File: src/rtl/shuma_pkg.sv
// shuma_pkg: shared constants for the seven-segment scan driver (active-low segment encodings).
package shuma_pkg;

    localparam int NUM_DIGITS = 8;

    localparam logic [7:0] SEG_BLANK = 8'hFF;

    localparam logic [7:0] SEG_0 = 8'hC0;
    localparam logic [7:0] SEG_1 = 8'hF9;
    localparam logic [7:0] SEG_2 = 8'hA4;
    localparam logic [7:0] SEG_3 = 8'hB0;
    localparam logic [7:0] SEG_4 = 8'h99;
    localparam logic [7:0] SEG_5 = 8'h92;
    localparam logic [7:0] SEG_6 = 8'h82;
    localparam logic [7:0] SEG_7 = 8'hF8;
    localparam logic [7:0] SEG_8 = 8'h80;
    localparam logic [7:0] SEG_9 = 8'h90;
    localparam logic [7:0] SEG_A = 8'h88;
    localparam logic [7:0] SEG_B = 8'h83;
    localparam logic [7:0] SEG_C = 8'hC6;
    localparam logic [7:0] SEG_D = 8'hA1;
    localparam logic [7:0] SEG_E = 8'h86;
    localparam logic [7:0] SEG_F = 8'h8E;

    localparam logic [15:0][7:0] SEG_TABLE = {
        SEG_F, SEG_E, SEG_D, SEG_C, SEG_B, SEG_A, SEG_9, SEG_8,
        SEG_7, SEG_6, SEG_5, SEG_4, SEG_3, SEG_2, SEG_1, SEG_0
    };

    typedef logic [$clog2(NUM_DIGITS)-1:0] digit_t;

endpackage

File: src/rtl/shuma_display_if.sv
// shuma_display_if: value-in / digit-select and segment-out bundle of the scan driver.
interface shuma_display_if;
    import shuma_pkg::*;

    logic [31:0]           din;
    logic [NUM_DIGITS-1:0] sel;
    logic [7:0]            seg;

    modport master (output din, input sel, seg);
    modport slave  (input din, output sel, seg);

endinterface

File: src/rtl/seg7_decode.sv
// seg7_decode: combinational hex nibble to active-low seven-segment pattern, dp always off.
module seg7_decode
    import shuma_pkg::*;
(
    input  logic [3:0] nibble,
    output logic [7:0] seg
);

    assign seg = SEG_TABLE[nibble];

endmodule

File: src/rtl/shuma_display.sv
// shuma_display: eight-digit multiplexed seven-segment driver; define SHUMA_LZ_BLANK_EN for leading-zero blanking.
module shuma_display
    import shuma_pkg::*;
#(
    parameter int SCAN_CNT = 50000
)
(
    input  logic            clk,
    input  logic            rst_n,
    shuma_display_if.slave  bus
);

    localparam int CW = $clog2(SCAN_CNT);

    logic [CW-1:0]         cnt;
    digit_t                idx;
    logic [31:0]           din_q;
    logic [NUM_DIGITS-1:0] sel_q;
    logic [7:0]            seg_q;
    logic [7:0]            dec;
    logic [7:0]            seg_nxt;
    logic                  wrap;
    logic                  blank;

    assign wrap = cnt == CW'(SCAN_CNT - 1);

    seg7_decode u_dec (
        .nibble (din_q[4*idx +: 4]),
        .seg    (dec)
    );

`ifdef SHUMA_LZ_BLANK_EN
    assign blank = (idx != '0) && ((din_q >> (4*idx)) == '0);
`else
    assign blank = 1'b0;
`endif

    // Blanked digits show nothing; otherwise the decoded nibble of the latched frame.
    always_comb begin
        seg_nxt = blank ? SEG_BLANK : dec;
    end

    // Scan timing, frame latch at the last cycle of digit 7, and registered outputs.
    always_ff @(posedge clk or negedge rst_n) begin
        if (!rst_n) begin
            cnt   <= '0;
            idx   <= '0;
            din_q <= '0;
            sel_q <= '1;
            seg_q <= SEG_BLANK;
        end else begin
            cnt   <= wrap ? '0 : cnt + 1'b1;
            if (wrap) idx <= idx + 1'b1;
            if (wrap && idx == digit_t'(NUM_DIGITS - 1)) din_q <= bus.din;
            sel_q <= ~(NUM_DIGITS'(1) << idx);
            seg_q <= seg_nxt;
        end
    end

    assign bus.sel = sel_q;
    assign bus.seg = seg_q;

endmodule

File: src/flat_wrapper.sv
// flat-port wrapper written by rule: the top's interface ports become plain ports
module shuma_display_flat import shuma_pkg::*;
#(
    parameter int SCAN_CNT = 50000
)
  (clk, rst_n, bus_din, bus_sel, bus_seg);
  shuma_display_if bus_i ();
  input  logic clk;
  input  logic rst_n;
  input wire logic [$bits(bus_i.din)-1:0] bus_din;
  output wire logic [$bits(bus_i.sel)-1:0] bus_sel;
  output wire logic [$bits(bus_i.seg)-1:0] bus_seg;
  assign bus_i.din = bus_din;
  assign bus_sel = bus_i.sel;
  assign bus_seg = bus_i.seg;
  shuma_display #(.SCAN_CNT(SCAN_CNT)) u_core (.clk(clk), .rst_n(rst_n), .bus(bus_i));
endmodule
File: config.mk
export PLATFORM = sky130hd
export DESIGN_NAME = shuma_display_flat
export DESIGN_NICKNAME = d
export VERILOG_FILES = /design/src/rtl/shuma_pkg.sv /design/src/rtl/shuma_display_if.sv /design/src/rtl/seg7_decode.sv /design/src/rtl/shuma_display.sv /design/src/flat_wrapper.sv
export SDC_FILE = /design/constraint.sdc
export NUM_CORES = 1
export LEC_CHECK = 0
export ABC_AREA = 1
export BUFFER_PORTS_ARGS = -buffer_cell sky130_fd_sc_hd__buf_2
export CAP_MARGIN = 25
export CORE_MARGIN = 5
export CORE_UTILIZATION = 34
export CTS_BUF_LIST = sky130_fd_sc_hd__clkbuf_16
export DETAILED_ROUTE_END_ITERATION = 6
export HOLD_SLACK_MARGIN = 0.1
export PLACE_DENSITY = 0.62
export SYNTH_ARGS = -nofsm -noshare
export SYNTH_HDL_FRONTEND = slang
export SYNTH_SLANG_ARGS = --single-unit
File: constraint.sdc
create_clock -name clk -period 2.25 [get_ports clk]
set_clock_uncertainty 0.2 [all_clocks]
set_input_delay 0.45 -clock clk [delete_from_list [all_inputs] [get_ports clk]]
set_output_delay 0.45 -clock clk [all_outputs]
set_load 0.05 [all_outputs]
==> results of run 1 <==
## critical path, cell delays in order (launching register included)
cell,delay (ns)
dfrtp_2,0.49
inv_2,0.22
nand3_1,0.12
nand3_1,0.09
nand2_1,0.17
inv_1,0.17
ha_1,0.19
nand3_1,0.14
nand2_1,0.11
nand2_1,0.05
nand2_1,0.07
## synthesized netlist by cell type
cell type  count
clkbuf_1       3
nand2_4        1
buf_6          2
dfstp_2       15
buf_4          4
xor2_1         5
inv_1         45
nand4_1        2
nand3_1       75
o21ai_0       10
nor3_4         1
inv_2          4
nand2_1      149
clkinv_2       2
o21ai_1        1
nand3b_1       1
conb_1         1
nor3_1         9
dfrtp_1       51
a31oi_1        1
nor4_1         1
buf_2          8
ha_1          13
a21oi_1        3
nor2_1        28
clkinv_1       1
nand2_2        5
## placed cells by master, fill, tap and decap left out, drive strengths merged
cell / n
nand2: 155
nand3: 75
buf: 55
inv: 52
dfrtp: 51
nor2: 28
dfstp: 15
ha: 13
o21ai: 11
nor3: 10
clkbuf: 9
clkinv: 7
xor2: 5
a21oi: 3
nand4: 2
nand3b: 1
a31oi: 1
nor4: 1
conb: 1
dlygate4sd3: 1
## cells by family (layout without fill, tap and decap cells)
kind of cell / count (synthesis) / count (layout)
AND/OR/NAND/NOR: 272 / 272
buffers and inverters: 69 / 124
flip-flops: 66 / 66
AO/OA/AOI/OAI: 15 / 15
adder cells (fa/ha/maj): 13 / 13
XOR/XNOR: 5 / 5
other: 1 / 1
## worst paths after layout
kind | startpoint | to | cells past startpoint
max in group asynchronous | rst_n | u_core.bus.sel[4] | 3
worst max-delay path | u_core.idx[1] | u_core.bus.seg[3] | 10
worst max register to register | u_core.idx[1] | u_core.bus.seg[3] | 10
worst min-delay path | bus_din[3] | u_core.din_q[3] | 3
worst min register to register | u_core.din_q[30] | u_core.din_q[30] | 2
min in group asynchronous | rst_n | u_core.cnt[3] | 3
## registers in the layout, indices dropped and copies added, names as in the netlist
name	count
u_core.idx	3
u_core.bus.seg	7
u_core.bus.sel	8
u_core.cnt	16
u_core.din_q	32
## through the flow
stage	cells	power [mW]	cell area, um^2
final	629	2.46	4070
after global routing	629	2.55	4070
after CTS	629	2.49	4060
after detailed placement	612	1.27	3800
after global placement	612	1.27	3800
after floorplan	441	1.21	3430
## power breakdown
part	switching [mW]	internal (mW)
logic	0.0353	0.0246
registers	0	1.19
clock network	0.485	0.722
## area by class of cell
class	count	area [um^2]
fill	1057	5750
sequential	66	1670
multi-input combinational	306	1460
timing repair buffer	56	319
clock buffer	9	225
inverter	52	200
tap	133	166
clock inverter	7	30.0
## per-layer routing
layer	track usage, %	part of all wire (%)	vias up
met3	3.61	4.9	7
met5	0	0	-
met1	18.3	49	1341
li1	-	-	1481
met4	3.28	1.0	0
met2	20.6	45	73
## timing repair
action                     CTS  global route
resized for setup            0             5
hold buffers                 1             0
hold endpoints to repair    51             0
setup endpoints to repair    0            36
==> impl_metrics.toml, run 1 <==
[floorplan]
die_x_um = 110
die_h_um = 110
row_count = 36
ioPinCount = 50
die-area_um2 = 12200
core_area_um2 = 9820
initial_core_util_pct = 34.9

[yosys]
synth_compound_area_share_pct = 2.23
netlist_area_um2 = 3430
ys_top_cells_by_area = "dfrtp_1 37%, nand2_1 16%, dfstp_2 11%"
yosysUniqueCellTypes = 27
synthCells = 441
synth-seq-cells = 66
synthSimpleGateAreaFrac_pct = 34.1
avgSynthCellArea_um2 = 7.77
synthesis.nets = 488
synth-seq-area-share_pct = 48.7
synthXorXnorAreaFrac_pct = 1.28
synth_fa_ha_area_share_pct = 4.74
muxShareOfSynthArea_pct = 0
ys_warn_count = 0
synth_largest_area_cell = "dfrtp_1"
synth_top_family_by_area = "simple AND/OR/NAND/NOR gates"
yosys.area.top_type_share_pct = 37.2

[setup_path]
critPathRequiredTime_ns = 2.32
arrival_ns = 2.14
critPathKind = "reg2reg"
crit_path_start_kind = "register"
crit_path_end_kind = "register"
r2r_slack_ns = 0.17
crit_fanout = 11

[clock_tree]
cts_setup_buffers = 0
insertion_delay_ns = 0.33
cts_buffers = 9
root_buffer = "clkbuf_16"
clk_pin_slew_worst_paths_ns = 0.05
htree_levels = 3
cts_tree = "yes"
numClockSinks = 66
cts_max_path_buffers = 2

[timing]
min_period_ns = 2.08
tns_ns = 0
finalHoldViolations = 0
post-route-period-util_pct = 92.3
timing.hold.ws_ns = 0.155
timing.fmax_mhz = 481
maxSlewViolCount = 0
setup_viol_count_final = 0
fin_ws_ns = 0.173
rsz0062_at_grt = "no"

[global_routing]
antenna_found_initial = 0
grt_start_max_net_pins = 67
grt_pass1_wl_um = 13400
gr-total-overflow = 0
grt_use_total_pct = 13.2
first_global_vias = 2813

[route]
drt_iter0_markers = 173
vias = 2902
avgViaCountPerCell = 4.61
wl_per_cell_um = 12.5
wirelength_um = 7870
drc = 0
drtPass1Iterations = 5
ant_nets = 0

[power]
peakVddDrop_mv = 0.388
pwr_density_cell_nw_per_um2 = 603
p_leak_nw = 2.13

[outcome]
status = "completed"

[finish]
utilization_pct = 41.5
nets = 538
layout-drive-gt1-share_pct = 19.4
syn2layout_area_growth_pct = 18.8
diodes = 0

[place]
io_buffers = 48
dpl_worst_slack_ns = 0.0562
hpwl_um = 5520
place.gp.congestion = 0.829

[flow_run]
drv_cap = 0

[hold_path]
min_path_type = "in2reg"
Power figures use the tool's default switching activity.
==> run 2: changes to the inputs <==
--- a/config.mk
+++ b/config.mk
@@ -8,12 +8,14 @@
 export ABC_AREA = 1
 export BUFFER_PORTS_ARGS = -buffer_cell sky130_fd_sc_hd__buf_2
 export CAP_MARGIN = 25
+export CELL_PAD_IN_SITES_DETAIL_PLACEMENT = 1
+export CELL_PAD_IN_SITES_GLOBAL_PLACEMENT = 1
 export CORE_MARGIN = 5
 export CORE_UTILIZATION = 34
 export CTS_BUF_LIST = sky130_fd_sc_hd__clkbuf_16
 export DETAILED_ROUTE_END_ITERATION = 6
 export HOLD_SLACK_MARGIN = 0.1
-export PLACE_DENSITY = 0.62
+export PLACE_DENSITY = 0.77
 export SYNTH_ARGS = -nofsm -noshare
 export SYNTH_HDL_FRONTEND = slang
 export SYNTH_SLANG_ARGS = --single-unit
==> run 2 against run 1 <==
  * Flip-flop and latch count is the same
  * Global-route usage grew 2.0 points
  * Maximum frequency grew 0.60%
  * Register-to-register slack is essentially flat
  * Critical path depth grew 1
  * Wire length grew 13%
  * Setup slack gained 0.012 ns
  * Via count grew 2.2%
  * Non-clock buffer count grew 1
  * Clock power grew 9.9%
  * Critical path type unchanged
  * Critical endpoint is now u_core.bus.seg[6]
==> impl_metrics.toml, run 2 (synthesis gave the netlist of run 1 again) <==
[route]
vias = 2966
wirelength_um = 8920
drtPass1Iterations = 4
wl_met3_um = 400
drc = 0
drt_iter0_markers = 75
met1_length_um = 4050
avgViaCountPerCell = 4.71
top_layer_used = "met4"
wl_met2_um = 4370
wl_per_cell_um = 14.2
ant_nets = 0

[clock_tree]
numClockSinks = 66
cts_setup_buffers = 0
htree_levels = 3
cts_buffers = 9
cts_tree = "yes"
cts_max_path_buffers = 2
root_buffer = "clkbuf_16"
clk_pin_slew_worst_paths_ns = 0.06
insertion_delay_ns = 0.33

[outcome]
status = "completed"

[setup_path]
r2r_slack_ns = 0.19
critPathKind = "reg2reg"
timing.rr.end = "u_core.bus.seg[6]"
crit_path_start_kind = "register"
crit_start = "u_core.idx[0]"
crit_fanout = 18
r2r-start = "u_core.idx[0]"
critPathRequiredTime_ns = 2.31
rr_worst_depth = 11
critPathCapture = "u_core.bus.seg[6]"
crit_path_end_kind = "register"
arrival_ns = 2.13

[place]
dpl_worst_slack_ns = 0.0360
hpwl_um = 6350
place.gp.congestion = 0.869
io_buffers = 48

[finish]
final_common_cell = "nand2_1"
nets = 539
utilization_pct = 41.8
syn2layout_area_growth_pct = 19.7
fill_cells = 1243
layout-drive-gt1-share_pct = 19.7
diodes = 0
largest_register = "u_core.din_q"
final_cell_mix = "148 x nand2_1, 75 x nand3_1, 50 x dfrtp_1"
largest_reg_flops = 32

[floorplan]
initial_core_util_pct = 34.9
row_count = 36
die_x_um = 110
ioPinCount = 50
die_h_um = 110
die-area_um2 = 12200
core_area_um2 = 9820

[timing]
rsz0062_at_grt = "no"
timing.fmax_mhz = 484
maxSlewViolCount = 0
tns_ns = 0
min_period_ns = 2.06
setup_viol_count_final = 0
timing.hold.ws_ns = 0.146
fin_ws_ns = 0.185
post-route-period-util_pct = 91.8
finalHoldViolations = 0

[hold_path]
min_path_cells = 3
min_path_type = "in2reg"

[power]
peakVddDrop_mv = 0.326
pwr_density_cell_nw_per_um2 = 629
p_leak_nw = 2.14
power_mw = 2.58

[global_routing]
gr-total-overflow = 0
antenna_found_initial = 0
grt_start_max_net_pins = 67
grt_use_total_pct = 15.2
grt_pass1_wl_um = 15400
first_global_vias = 3238

[flow_run]
drv_cap = 0
[run 2: critical path, stage by stage, from the launching register on]
cell,delay (ns)
dfrtp_1,0.38
buf_4,0.26
nand2_1,0.09
nand3_1,0.10
nand3_1,0.11
nand2_2,0.17
inv_1,0.11
ha_1,0.23
nand3_1,0.14
nand2_1,0.08
nand2_1,0.06
nand2_1,0.05
[run 2: power by group]
group / leakage (nW) / total, mW / internal [mW] / switching (mW)
clock network: 0.147 / 1.33 / 0.837 / 0.497
logic: 1.31 / 0.0591 / 0.0245 / 0.0347
registers: 0.686 / 1.19 / 1.19 / 0
total: 2.14 / 2.58 / 2.05 / 0.532
[run 2: what timing repair did]
item | in CTS | in global routing
gates resized for setup | 1 | 4
endpoints found under the setup margin | 3 | 36
hold endpoints to repair | 51 | 0
hold buffers | 1 | 0
[run 2: cell type report]
| cell class | instances | area, um^2 | area share (%) |
|---|---|---|---|
| clock buffers | 9 | 225 | 5.49 |
| clock inverters | 7 | 55.1 | 1.34 |
| inverters | 52 | 200 | 4.88 |
| multi-input cells | 306 | 1460 | 35.7 |
| flip-flops and latches | 66 | 1670 | 40.7 |
| well taps | 133 | 166 | 4.05 |
| repair buffers | 57 | 323 | 7.86 |
[run 2: per-layer routing]
metal  up-vias  global-route usage, %
met5         -                      0
met4         0                   4.76
met3        10                   4.16
met2        59                   26.3
met1      1418                   18.4
li1       1479                      -
[run 2: how the worst min path moves through the flow]
stage / startpoint / endpoint / slack [ns]
after detailed placement: u_core.cnt[0] / u_core.cnt[0] / 0.26
after global placement: u_core.cnt[0] / u_core.cnt[0] / 0.24
after global routing: bus_din[5] / u_core.din_q[5] / 0.15
after CTS: bus_din[5] / u_core.din_q[5] / 0.14
final: bus_din[5] / u_core.din_q[5] / 0.15
after floorplan: rst_n / u_core.cnt[0] / -0.05
[run 2: stage by stage]
stage	instances	cell area (um^2)
after detailed placement	613	3800
after global placement	613	3800
after CTS	630	4100
final	630	4110
after global routing	630	4110
after floorplan	441	3430
==> run 3: changes to the inputs <==
--- a/config.mk
+++ b/config.mk
@@ -16,6 +16,9 @@
 export DETAILED_ROUTE_END_ITERATION = 6
 export HOLD_SLACK_MARGIN = 0.1
 export PLACE_DENSITY = 0.77
+export RECOVER_POWER = 25
+export REMOVE_ABC_BUFFERS = 1
+export SLEW_MARGIN = 20
 export SYNTH_ARGS = -nofsm -noshare
 export SYNTH_HDL_FRONTEND = slang
 export SYNTH_SLANG_ARGS = --single-unit
==> run 3 against run 2 <==
  * Die area is the same
  * Flip-flop and latch count is the same
  * Combinational power shrank 6.4%
  * Sequential power is essentially flat
  * Worst hold slack lost 0.00068 ns
  * Largest cell class unchanged
==> impl_metrics.toml, run 3 (synthesis gave the netlist of run 1 again) <==
[outcome]
status = "completed"

[floorplan]
core_area_um2 = 9820
die_h_um = 110
initial_core_util_pct = 34.9
die_x_um = 110
row_count = 36
die-area_um2 = 12200
ioPinCount = 50

[timing]
relSlewSlack_pct = 40.6
timing.hold.ws_ns = 0.145
timing.fmax_mhz = 507
post-route-period-util_pct = 87.6
min_period_ns = 1.97
setup_viol_count_final = 0
maxSlewViolCount = 0
worst_pin_slew_ns = 0.891
rsz0062_at_grt = "no"
finalHoldViolations = 0

[setup_path]
crit_start = "u_core.cnt[0]"
r2r-start = "u_core.cnt[0]"
critPathRequiredTime_ns = 2.27
critPathKind = "reg2reg"
rr_worst_depth = 11
arrival_ns = 1.99
crit_path_end_kind = "register"
crit_fanout = 29
r2r_slack_ns = 0.28
crit_path_start_kind = "register"
timing.rr.end = "u_core.din_q[26]"

[route]
wirelength_um = 8440
ant_nets = 0
vias = 2954
wl_met3_um = 253
wl_per_cell_um = 13.4
drt_iter0_markers = 105
avgViaCountPerCell = 4.69
top_layer_used = "met4"
drc = 0
drtPass1Iterations = 4
wl_met2_um = 4120
met1_length_um = 3910

[finish]
nets = 539
largest_reg_flops = 32
final_cell_mix = "148 x nand2_1, 75 x nand3_1, 50 x dfrtp_1"
fill_cells = 1254
final_common_cell = "nand2_1"
final_cells = 630
finalInstanceArea_um2 = 4110
diodes = 0
layout-drive-gt1-share_pct = 19.5
multiInputGateArea_um2 = 1460
final-seq-area_um2 = 1670
syn2layout_area_growth_pct = 20.0
largest_register = "u_core.din_q"

[power]
p_leak_nw = 2.14
pwr_density_cell_nw_per_um2 = 625
power_mw = 2.57
peakVddDrop_mv = 0.325

[clock_tree]
numClockSinks = 66
cts_buffers = 9
cts_max_path_buffers = 2
cts_tree = "yes"
htree_levels = 3
clk_pin_slew_worst_paths_ns = 0.05
root_buffer = "clkbuf_16"
insertion_delay_ns = 0.33

[global_routing]
first_global_vias = 3139
gr-total-overflow = 0
antenna_found_initial = 0
grt_use_total_pct = 14.8
grt_pass1_wl_um = 14900
grt_start_max_net_pins = 67

[place]
dp_cells = 613
io_buffers = 48
place.gp.congestion = 0.848
placed_area_um2 = 3830
hpwl_um = 6090

[hold_path]
holdPathEnd = "u_core.din_q[5]"
min_path_type = "in2reg"
min_path_cells = 3
min_from = "bus_din[5]"

[flow_run]
drv_cap = 0
run 3: cell types whose count changed in the layout (fill, tap and decap cells not counted), sizes merged:
cell and delta:
clkinv -1, clkbuf +1, inv +1, buf -1
run 3: worst max path at each step:
stage | end | slack, ns | depth (start not counted)
after global routing | u_core.bus.seg[6] | 0.08 | 11
after CTS | u_core.bus.seg[6] | 0.14 | 10
after floorplan | u_core.din_q[0] | -0.22 | 5
after detailed placement | u_core.bus.seg[6] | 0.15 | 10
after global placement | u_core.bus.seg[6] | 0.26 | 10
final | u_core.din_q[26] | 0.28 | 11
run 3: final cells by class:
type	instances	share of cell area (%)
flip-flops and latches	66	40.6
multi-input cells	306	35.5
repair buffers	57	8.15
clock buffers	9	5.48
inverters	52	4.87
well taps	133	4.05
clock inverters	7	1.34
run 3: metrics by stage:
step	setup TNS, ns	util [%]	setup slack, ns
3_3_place_gp	0	39.0	0.260
5_1_grt	0	41.9	0.0788
6_report	0	41.9	0.279
4_1_cts	0	41.9	0.139
2_1_floorplan	-7.08	-	-0.221
3_5_place_dp	0	39.0	0.147
run 3: critical path, cell delays in order (launching register included):
cell,delay (ns)
dfrtp_1,0.36
ha_1,0.17
nand2_1,0.07
inv_1,0.13
nand2_2,0.09
nor2_1,0.19
nand2_4,0.13
clkinv_2,0.10
nand2_2,0.11
buf_12,0.19
nand2_1,0.07
nand2_1,0.05
run 3: per-layer routing:
layer  GRT usage (%)  vias up
met1            19.2     1418
met5               0        -
met2            24.1       47
met3            3.45       12
li1                -     1477
met4            5.50        0
run 3: power breakdown:
group          leakage (nW)  internal (mW)  switching (mW)
Clock                 0.150          0.836           0.491
Sequential            0.686           1.19               0
Combinational          1.30         0.0218          0.0335
Total                  2.14           2.05           0.524
run 3: repair_timing:
item / CTS / global route
endpoints found under the setup margin: 0 / 3
hold buffers: 1 / 0
buffers inserted: 0 / 0
gates resized for setup: 0 / 4
endpoints found under the hold margin: 51 / 0
